$ cat src/rtl/uart_receptor_jogo_pkg.sv
// Shared definitions for the game-status UART receiver: word layout and byte FSM state codes.
package uart_receptor_jogo_pkg;

  localparam int WORD_W = 16;

  localparam logic [1:0] ST_IDLE  = 2'd0;
  localparam logic [1:0] ST_START = 2'd1;
  localparam logic [1:0] ST_DATA  = 2'd2;
  localparam logic [1:0] ST_STOP  = 2'd3;

  typedef struct packed {
    logic [3:0] estado;
    logic [3:0] macro;
    logic [3:0] micro;
    logic [1:0] resultado_macro;
    logic [1:0] resultado_jogo;
  } status_t;

endpackage

$ cat src/rtl/uart_receptor_jogo_rx_byte.sv
// 8N1 byte receiver: 2-FF synchroniser on the serial line, then a mid-bit sampling FSM.
module uart_receptor_jogo_rx_byte
  import uart_receptor_jogo_pkg::*;
#(
  parameter int CLKS_PER_BIT = 434
) (
  input  logic       clock,
  input  logic       reset,
  input  logic       s_in,
  output logic [7:0] rx_byte,
  output logic       byte_done,
  output logic       frame_err,
  output logic       active
);

  localparam int CNT_W = $clog2(CLKS_PER_BIT);
  localparam logic [CNT_W-1:0] FULL_LAST = CNT_W'(CLKS_PER_BIT - 1);
  localparam logic [CNT_W-1:0] HALF_LAST = CNT_W'(CLKS_PER_BIT / 2 - 1);

  logic [1:0]       sync_reg;
  logic [1:0]       state_reg;
  logic [CNT_W-1:0] clk_cnt_reg;
  logic [2:0]       bit_cnt_reg;
  logic [7:0]       shift_reg;
  logic             rearm_reg;
  logic             byte_done_reg;
  logic             frame_err_reg;
  logic             rx;

  assign rx = sync_reg[1];

  always_ff @(posedge clock) begin
    if (!reset) begin
      sync_reg      <= 2'b11;
      state_reg     <= ST_IDLE;
      clk_cnt_reg   <= '0;
      bit_cnt_reg   <= '0;
      shift_reg     <= '0;
      rearm_reg     <= 1'b0;
      byte_done_reg <= 1'b0;
      frame_err_reg <= 1'b0;
    end else begin
      sync_reg      <= {sync_reg[0], s_in};
      byte_done_reg <= 1'b0;
      frame_err_reg <= 1'b0;
      case (state_reg)
        ST_IDLE: begin
          clk_cnt_reg <= '0;
          bit_cnt_reg <= '0;
          // After a bad stop bit the line may still be low; wait for idle before re-arming.
          if (rearm_reg) begin
            if (rx) rearm_reg <= 1'b0;
          end else if (!rx) begin
            state_reg <= ST_START;
          end
        end
        ST_START: begin
          if (clk_cnt_reg == HALF_LAST) begin
            clk_cnt_reg <= '0;
            state_reg   <= rx ? ST_IDLE : ST_DATA;
          end else begin
            clk_cnt_reg <= clk_cnt_reg + 1'b1;
          end
        end
        ST_DATA: begin
          if (clk_cnt_reg == FULL_LAST) begin
            clk_cnt_reg <= '0;
            shift_reg   <= {rx, shift_reg[7:1]};
            bit_cnt_reg <= bit_cnt_reg + 1'b1;
            if (bit_cnt_reg == 3'd7) state_reg <= ST_STOP;
          end else begin
            clk_cnt_reg <= clk_cnt_reg + 1'b1;
          end
        end
        ST_STOP: begin
          if (clk_cnt_reg == FULL_LAST) begin
            clk_cnt_reg <= '0;
            state_reg   <= ST_IDLE;
            if (rx) begin
              byte_done_reg <= 1'b1;
            end else begin
              frame_err_reg <= 1'b1;
              rearm_reg     <= 1'b1;
            end
          end else begin
            clk_cnt_reg <= clk_cnt_reg + 1'b1;
          end
        end
        default: state_reg <= ST_IDLE;
      endcase
    end
  end

  assign rx_byte   = shift_reg;
  assign byte_done = byte_done_reg;
  assign frame_err = frame_err_reg;
  assign active    = (state_reg != ST_IDLE);

endmodule

$ cat src/rtl/uart_receptor_jogo.sv
// Game-status link receiver: pairs two UART bytes (high first) into a 16-bit status word,
// dropping a lone high byte after an idle timeout.
module uart_receptor_jogo
  import uart_receptor_jogo_pkg::*;
#(
  parameter int CLKS_PER_BIT = 434,
  parameter int TIMEOUT_BITS = 20
) (
  input  logic              clock,
  input  logic              reset,
  input  logic              s_in,
  output logic [WORD_W-1:0] o_data,
  output logic [3:0]        o_estado,
  output logic [3:0]        o_macro,
  output logic [3:0]        o_micro,
  output logic [1:0]        o_resultado_macro,
  output logic [1:0]        o_resultado_jogo,
  output logic              valid,
  output logic              frame_error,
  output logic              busy
);

  localparam int TO_LIMIT = TIMEOUT_BITS * CLKS_PER_BIT;
  localparam int TO_W     = $clog2(TO_LIMIT + 1);
  localparam logic [TO_W-1:0] TO_LAST = TO_W'(TO_LIMIT - 1);

  logic [7:0]      rx_byte;
  logic            byte_done;
  logic            frame_err;
  logic            rx_active;

  logic            index_reg;
  logic [7:0]      hi_reg;
  logic [TO_W-1:0] to_cnt_reg;
  status_t         data_reg;
  logic            valid_reg;
  logic            frame_error_reg;

  uart_receptor_jogo_rx_byte #(
    .CLKS_PER_BIT(CLKS_PER_BIT)
  ) u_rx_byte (
    .clock    (clock),
    .reset    (reset),
    .s_in     (s_in),
    .rx_byte  (rx_byte),
    .byte_done(byte_done),
    .frame_err(frame_err),
    .active   (rx_active)
  );

  always_ff @(posedge clock) begin
    if (!reset) begin
      index_reg       <= 1'b0;
      hi_reg          <= '0;
      to_cnt_reg      <= '0;
      data_reg        <= '0;
      valid_reg       <= 1'b0;
      frame_error_reg <= 1'b0;
    end else begin
      valid_reg       <= 1'b0;
      frame_error_reg <= 1'b0;
      if (frame_err) begin
        index_reg       <= 1'b0;
        frame_error_reg <= 1'b1;
      end else if (byte_done) begin
        if (!index_reg) begin
          hi_reg     <= rx_byte;
          index_reg  <= 1'b1;
          to_cnt_reg <= '0;
        end else begin
          data_reg  <= {hi_reg, rx_byte};
          valid_reg <= 1'b1;
          index_reg <= 1'b0;
        end
      end else if (index_reg && !rx_active) begin
        // Counter stops at its last value because the index drops there, so it never wraps.
        if (to_cnt_reg == TO_LAST) index_reg <= 1'b0;
        else                       to_cnt_reg <= to_cnt_reg + 1'b1;
      end
    end
  end

  assign o_data            = data_reg;
  assign o_estado          = data_reg.estado;
  assign o_macro           = data_reg.macro;
  assign o_micro           = data_reg.micro;
  assign o_resultado_macro = data_reg.resultado_macro;
  assign o_resultado_jogo  = data_reg.resultado_jogo;
  assign valid             = valid_reg;
  assign frame_error       = frame_error_reg;
  assign busy              = rx_active || index_reg;

endmodule

$ cat config.mk
export PLATFORM = sky130hd
export DESIGN_NAME = uart_receptor_jogo
export DESIGN_NICKNAME = d
export VERILOG_FILES = /design/src/rtl/uart_receptor_jogo_pkg.sv /design/src/rtl/uart_receptor_jogo_rx_byte.sv /design/src/rtl/uart_receptor_jogo.sv
export SDC_FILE = /design/constraint.sdc
export NUM_CORES = 1
export LEC_CHECK = 0
export ABC_AREA = 1
export CAP_MARGIN = 20
export CORE_MARGIN = 3
export CORE_UTILIZATION = 35
export CTS_CLUSTER_DIAMETER = 200
export DETAILED_ROUTE_END_ITERATION = 8
export PLACE_DENSITY = 0.52
export SLEW_MARGIN = 20
export SYNTH_ARGS = -nofsm -noshare
export SYNTH_HDL_FRONTEND = slang
export SYNTH_SLANG_ARGS = --single-unit
$ cat constraint.sdc
create_clock -name clock -period 3.1 [get_ports clock]
set_input_delay 0.31 -clock clock [delete_from_list [all_inputs] [get_ports clock]]
set_output_delay 0.31 -clock clock [all_outputs]
set_load 0.02 [all_outputs]
==> impl_results.md, run 1 <==
* Most frequent cell after synthesis: nand2_1
* Cell area after synthesis at 3092 sq um
* Via Count at 2658
* Final design utilization at 43.48%
* First-pass GRT wire length at 11800 microns
* Clk_lat worst skew at 0.33 ns
* Largest register FFs at 14
* Clock Path Buffers at 2
* Post-synth EDFFs at 0
* Detailed Routing Iterations Pass 1 at 5
* Sw Ratio at 22.75%
* Core area at 8382 sq um
* Clock Power Share at 44.5%
* FMAX at 524.8 MHz
* Synth Instances at 432
* Critical path data required time at 3.33 ns
* Sink of the worst hold path: u_rx_byte.sync_reg[1]$_SDFF_PN1_
* Multi-input combinational cell area at 1421 sq um
* Max Cap Viol at 0
* Clk_skew at 0.007327 ns
* Peak VDD IR at 0.2252 mV
* Power Total at 0.001703 W
* Worst path arrival time at 2.13 ns
* CTS clk-pin slew, worst paths at 0.07 ns
* Area growth, synth to finish at 17.89%
* Placed Area at 3435 sq um
* Net Sw Power at 0.0003874 W
* Ports at 38
* Met1 wire length at 3425 microns
* All-layer global routing usage at 14.39%
* Top cells by count, synth: 90 x nand2_1, 72 x nor2_1, 68 x dfxtp_1
* Root Buffer: clkbuf_8
* Fin. max-slew vios at 0
* Cell Rows at 33
* Yosys top cell area share at 44.03%
* Placed Cells at 547
* Sequential area share after synthesis at 44.03%
* Async S/R FF share, synth at 0%
* Critical path launch point type: flip-flop
* Hold_buf cts at 0
* Number of diodes at 0
* Number of fillers in the final layout at 869
* Seq. cell area at 1361 sq um
* Final instance area at 3645 sq um
* Crit Path Max Fanout at 15
* Placer congestion estimate at 0.7930
* R2R depth at 7
* Logic pwr share at 3.6%
* Flop pwr share at 51.9%
* Crit path capture type: flip-flop
* Main flop type after synthesis: dfxtp_1
* R2R setup slack at 1.19 ns
* Final hold vios at 0
* Total die area at 9997 sq um
* Status: complete, no violations
* CTS Buf Count at 9
* Hpwl dp at 4593 microns
* Worst Max-Slew Pin Slew at 0.7018 ns
* Internal power at 0.001316 W
* Setup TNS at 0 ns
* ANT nets after route at 0
* Met3 routed WL at 210 microns
* Largest net degree at the start of global routing at 39
* Pwr Density at 467.3 nW/um^2
* Distinct cells, synth at 27
* DR WL/cell at 11.83 microns
* Hold Startpoint: u_rx_byte.sync_reg[0]$_SDFF_PN1_
* Fin cells at 563
* Initial core utilization at 36.89%
* Vias in the first global route at 2512
* Post-Syn Area per Cell at 7.157 sq um
* P_leak at 1.363 nW
* Final nets at 462
* Largest area contributor in the synthesized netlist: dfxtp_1
* Initial antenna violation count at 0
* CTS tree: yes
* Drt drc at 0
* Die X at 99.99 microns
* FF-to-FF End: hi_reg[6]$_SDFFE_PN0P_
* Hold Crit Depth at 1
* Top sig layer: met4
* WL final at 6658 microns
* Final setup fails at 0
* Fin crit period at 1.905 ns
* Port bufs at 37
* Synth top area cells: dfxtp_1 44%, nand2_1 11%, nor2_1 8.7%
* Ys Warns at 0
* Crit Path Category: reg2reg
* Resize count post-CTS at 0
* Setup bufs post-CTS at 0
* Slew margin rel. at 53.16%
* Seq cells post-synth at 68
* Worst reg2reg path startpoint: u_rx_byte.byte_done$_SDFF_PN0_
* Synthesized net count at 441
* Worst min path class: reg2reg
* Grt ovf at 0
* Clock Sink Count at 68
* H-Tree Depth at 3
* DR vias/cell at 4.721
* Share of layout cells above drive strength 1 at 6.769%
* Final Cycle Share at 61.47%
* Met2 Routed Length at 2986 microns
* DR iter-0 viols at 78
* RSZ-0062 raised after global routing: no
* Die height at 99.99 microns
-- layer usage --
| metal | up-vias | GRT usage, % |
|---|---|---|
| met1 | 1200 | 20.04 |
| met2 | 37 | 22.01 |
| li1 | 1419 | - |
| met4 | 0 | 4.663 |
| met3 | 2 | 3.405 |
| met5 | - | 0 |
-- area by class of cell --
cell class	instances	share of cell area, %
flip-flops and latches	68	37.35
repair buffers	39	10.57
well taps	105	3.605
clock buffers	11	4.154
inverters	36	3.708
multi-input cells	299	39.00
clock inverters	5	1.613
-- critical path: stages, from the launching register on --
cell and delay (ns):
dfxtp_1 0.69, inv_2 0.15, nor2_1 0.15, inv_1 0.12, nor2_2 0.41, inv_1 0.11
nor2_1 0.12, nor2_1 0.05
-- cell usage in the layout (no fill, tap or decap), types with 2 or more instances in the layout --
| cell type | synthesis | routed |
|---|---|---|
| dfxtp_1 | 68 | 68 |
| nor2_1 | 72 | 72 |
| a21oi_1 | 39 | 39 |
| nand3_1 | 14 | 14 |
| nand2_2 | 4 | 4 |
| nor3_1 | 12 | 12 |
| clkinvlp_4 | 0 | 2 |
| inv_1 | 34 | 34 |
| ha_1 | 6 | 6 |
| nand4_1 | 6 | 6 |
| clkdlybuf4s50_1 | 0 | 37 |
| o21ai_0 | 37 | 37 |
| clkbuf_8 | 0 | 11 |
| xnor2_1 | 3 | 3 |
| o21bai_1 | 4 | 4 |
| or2_2 | 3 | 3 |
| buf_4 | 17 | 2 |
| inv_2 | 2 | 2 |
| nand2_1 | 90 | 90 |
-- power by group through the flow --
stage / clock (W) / sequential [W] / combinational [W]
after floorplan: 0 / 0.000903 / 0.0000437
after global placement: 0 / 0.000905 / 0.0000628
after detailed placement: 0 / 0.000904 / 0.0000638
after CTS: 0.000792 / 0.000884 / 0.0000641
after global routing: 0.000831 / 0.000885 / 0.0000717
final: 0.000757 / 0.000884 / 0.0000619
-- per-stage QoR --
step / hold WS, ns / worst slack (ns)
final: 0.4145 / 1.195
after CTS: 0.4171 / 1.160
after global routing: 0.4259 / 0.9335
after detailed placement: 0.3973 / 1.190
after global placement: 0.3963 / 1.196
after floorplan: 0.3925 / 1.563
-- kinds of logic (layout without fill, tap and decap cells) --
| logic type | count (synthesis) | after routing | synth area share [%] |
|---|---|---|---|
| fa+ha+maj | 6 | 6 | 2.428 |
| xor+xnor | 4 | 4 | 1.133 |
| flops | 68 | 68 | 44.03 |
| buf+inv | 65 | 91 | 9.996 |
| compound gates | 83 | 83 | 14.61 |
| simple gates | 206 | 206 | 27.80 |
-- how the worst max path moves through the flow --
stage                                               from                          to  slack (ns)  depth (start not counted)
after detailed placement  u_rx_byte.byte_done$_SDFF_PN0_      hi_reg[6]$_SDFFE_PN0P_        1.19                          7
after global routing      u_rx_byte.byte_done$_SDFF_PN0_      hi_reg[2]$_SDFFE_PN0P_        0.93                          6
final                     u_rx_byte.byte_done$_SDFF_PN0_      hi_reg[6]$_SDFFE_PN0P_        1.19                          7
after global placement    u_rx_byte.byte_done$_SDFF_PN0_      hi_reg[6]$_SDFFE_PN0P_        1.20                          7
after floorplan               to_cnt_reg[0]$_SDFFE_PN0P_  to_cnt_reg[9]$_SDFFE_PN0P_        1.56                         12
after CTS                                      flip-flop                        busy        1.16                          3
(Power assumes the default switching activity.)
==> inputs of run 2 (changes only) <==
==> constraint.sdc (replaced) <==
create_clock -name clock -period 1.9 [get_ports clock]
set_input_delay 0.19 -clock clock [delete_from_list [all_inputs] [get_ports clock]]
set_output_delay 0.19 -clock clock [all_outputs]
set_load 0.02 [all_outputs]
==> run 2 against run 1 <==
Die area unchanged. Total power increased by 83%. Flip-flop and latch count unchanged. Combinational power increased by 74%.
==> impl_results.md, run 2 (synthesis gave the netlist of run 1 again) <==
* Most common library cell in the layout ignoring fill and taps: nand2_1
* CTS Buf Count at 9 (unchanged)
* Critical path's slowest cell: clkdlybuf4s50_1
* Initial antenna violation count at 0 (unchanged)
* Ports at 38 (unchanged)
* DR iter-0 viols at 88 (+13%)
* Initial core utilization at 36.89% (unchanged)
* DR WL/cell at 11.57 microns (-2.1%)
* Root Buffer: clkbuf_8
* CP endpoint: busy
* Clk_skew at 0.007995 ns (+0.0006678 ns)
* Drt drc at 0 (unchanged)
* Critical path launch point type: flip-flop
* Largest register FFs at 14 (unchanged)
* RSZ-0062 raised after global routing: no
* Peak VDD IR at 0.4117 mV (+83%)
* Area growth, synth to finish at 21.25%
* Worst Max-Slew Pin Slew at 0.5128 ns (-0.1890 ns)
* CTS tree: yes
* DR vias/cell at 4.667 (-1.2%)
* Fin cells at 567 (+0.71%)
* Placed Cells at 552 (+0.91%)
* Fin. max-slew vios at 0 (unchanged)
* Global route hottest layer: met1
* Crit path capture type: output pin
* Most frequent cells in the layout: 89 x nand2_1, 72 x nor2_1, 68 x dfxtp_1, 39 x a21oi_1
* Placer congestion estimate at 0.8337 (+5.1%)
* Crit path buf inv count at 1 (-2)
* Crit Path Category: reg2out
* Die height at 99.99 microns (unchanged)
* Largest net degree at the start of global routing at 26 (-33%)
* Cell Rows at 33 (unchanged)
* Final nets at 467 (+1.1%)
* First-pass GRT wire length at 11880 microns (+0.69%)
* WL final at 6562 microns (-1.4%)
* Crit Path Max Fanout at 7 (-8)
* Final setup fails at 0 (unchanged)
* Final hold vios at 0 (unchanged)
* All-layer global routing usage at 14.55% (+0.16 points)
* P_leak at 1.422 nW (+4.3%)
* Setup bufs post-CTS at 0 (unchanged)
* CTS clk-pin slew, worst paths at 0.07 ns (about the same)
* Total die area at 9997 sq um (unchanged)
* CP delay by family, top: buffers and inverters
* Met3 Use GR at 4.031% (+0.63 points)
* Final Cycle Share at 93.92%
* Setup TNS at 0 ns (unchanged)
* R2R setup slack at 0.26 ns (-0.93 ns)
* ANT nets after route at 0 (unchanged)
* H-Tree Depth at 3 (unchanged)
* Worst min path class: reg2reg
* R2R depth at 11 (+4)
* Met1 Resource Use GR at 21.09% (+1.0 points)
* Max Cap Viol at 0 (unchanged)
* Clock Path Buffers at 2 (unchanged)
* Slew margin rel. at 65.78% (+13 points)
* Die X at 99.99 microns (unchanged)
* Worst reg2reg path startpoint: to_cnt_reg[0]$_SDFFE_PN0P_
* Clock Sink Count at 68 (unchanged)
* Worst path arrival time at 1.59 ns (-0.54 ns)
* Pwr Density at 829.4 nW/um^2 (+77%)
* Grt ovf at 0 (unchanged)
* Critical path depth at 3 (-4)
* Via Count at 2646 (-0.45%)
* Port bufs at 37 (unchanged)
* Crit-path cells: nor2_4, nand2_1, clkdlybuf4s50_1
* Met2 Track Usage GR at 21.04% (-0.97 points)
* FMAX at 560.4 MHz
* Core area at 8382 sq um (unchanged)
* Critical path data required time at 1.71 ns (-1.62 ns)
* Status: complete, no violations
* Share of layout cells above drive strength 1 at 7.792% (+1.0 points)
* Slowest cell delay on critical path at 0.60 ns (-0.09 ns)
* FF-to-FF End: to_cnt_reg[0]$_SDFFE_PN0P_
* Hpwl dp at 4760 microns (+3.6%)
* Clk_lat worst skew at 0.34 ns (about the same)
* Vias in the first global route at 2493 (-0.76%)
* Fin crit period at 1.784 ns
* Detailed Routing Iterations Pass 1 at 7 (+2)
* Number of diodes at 0 (unchanged)
[run 2: changes by cell type in the layout (fill, tap and decap cells not counted), sizes merged]
cell      change
clkinvlp      -2
inv           -1
clkbuf        -2
clkinv        +1
buf           +5
bufinv        +3
[run 2: layout make-up]
cell class / count / area, sq um
Fill cell: 874 / 4633
Multi-Input combinational cell: 299 / 1424
Sequential cell: 68 / 1361
Timing Repair Buffer: 44 / 435.4
Clock inverter: 6 / 137.6
Inverter: 36 / 135.1
Tap cell: 105 / 131.4
Clock buffer: 9 / 123.9
[run 2: what timing repair did]
action,4_1_cts,5_1_grt
hold buffers,0,0
setup endpoints to repair,0,1
gates resized for setup,0,1
[run 2: worst min-delay path by stage]
stage / from / to / slack [ns] / cells after the start
finish: u_rx_byte.sync_reg[0]$_SDFF_PN1_ / u_rx_byte.sync_reg[1]$_SDFF_PN1_ / 0.42 / 1
global route: s_in / u_rx_byte.sync_reg[0]$_SDFF_PN1_ / 0.43 / 2
CTS: s_in / u_rx_byte.sync_reg[0]$_SDFF_PN1_ / 0.40 / 2
detailed placement: u_rx_byte.sync_reg[0]$_SDFF_PN1_ / u_rx_byte.sync_reg[1]$_SDFF_PN1_ / 0.40 / 1
global placement: u_rx_byte.sync_reg[0]$_SDFF_PN1_ / u_rx_byte.sync_reg[1]$_SDFF_PN1_ / 0.40 / 1
floorplan: s_in / u_rx_byte.sync_reg[0]$_SDFF_PN1_ / 0.30 / 1
[run 2: power by group]
part / internal, W / total, W / switching (W) / leakage [nW]
clock network: 0.00100 / 0.00156 / 0.000557 / 0.129
logic: 0.0000401 / 0.000108 / 0.0000676 / 0.744
registers: 0.00143 / 0.00144 / 0.0000108 / 0.548
total: 0.00247 / 0.00311 / 0.000635 / 1.42
[run 2: through the flow]
step           instance area, sq um  total power [W]  setup WS (ns)  hold slack [ns]  utilization (%)
2_1_floorplan                  3092         0.001545         0.3626           0.2966                -
3_3_place_gp                   3485         0.001586         0.2169           0.3971            41.57
3_5_place_dp                   3485         0.001586         0.2200           0.3994            41.57
4_1_cts                        3746         0.003152        0.07374           0.4032            44.69
5_1_grt                        3749         0.003239       0.003362           0.4345            44.72
6_report                       3749         0.003109         0.1156           0.4173            44.72
[run 2: metal layers]
| layer | wire [microns] | share of wire (%) | vias to the layer above |
|---|---|---|---|
| li1 | - | - | 1421 |
| met2 | 2955 | 45 | 33 |
| met1 | 3290 | 50 | 1186 |
| met3 | 256 | 3.9 | 6 |
| met5 | 0 | 0 | - |
| met4 | 60 | 0.91 | 0 |
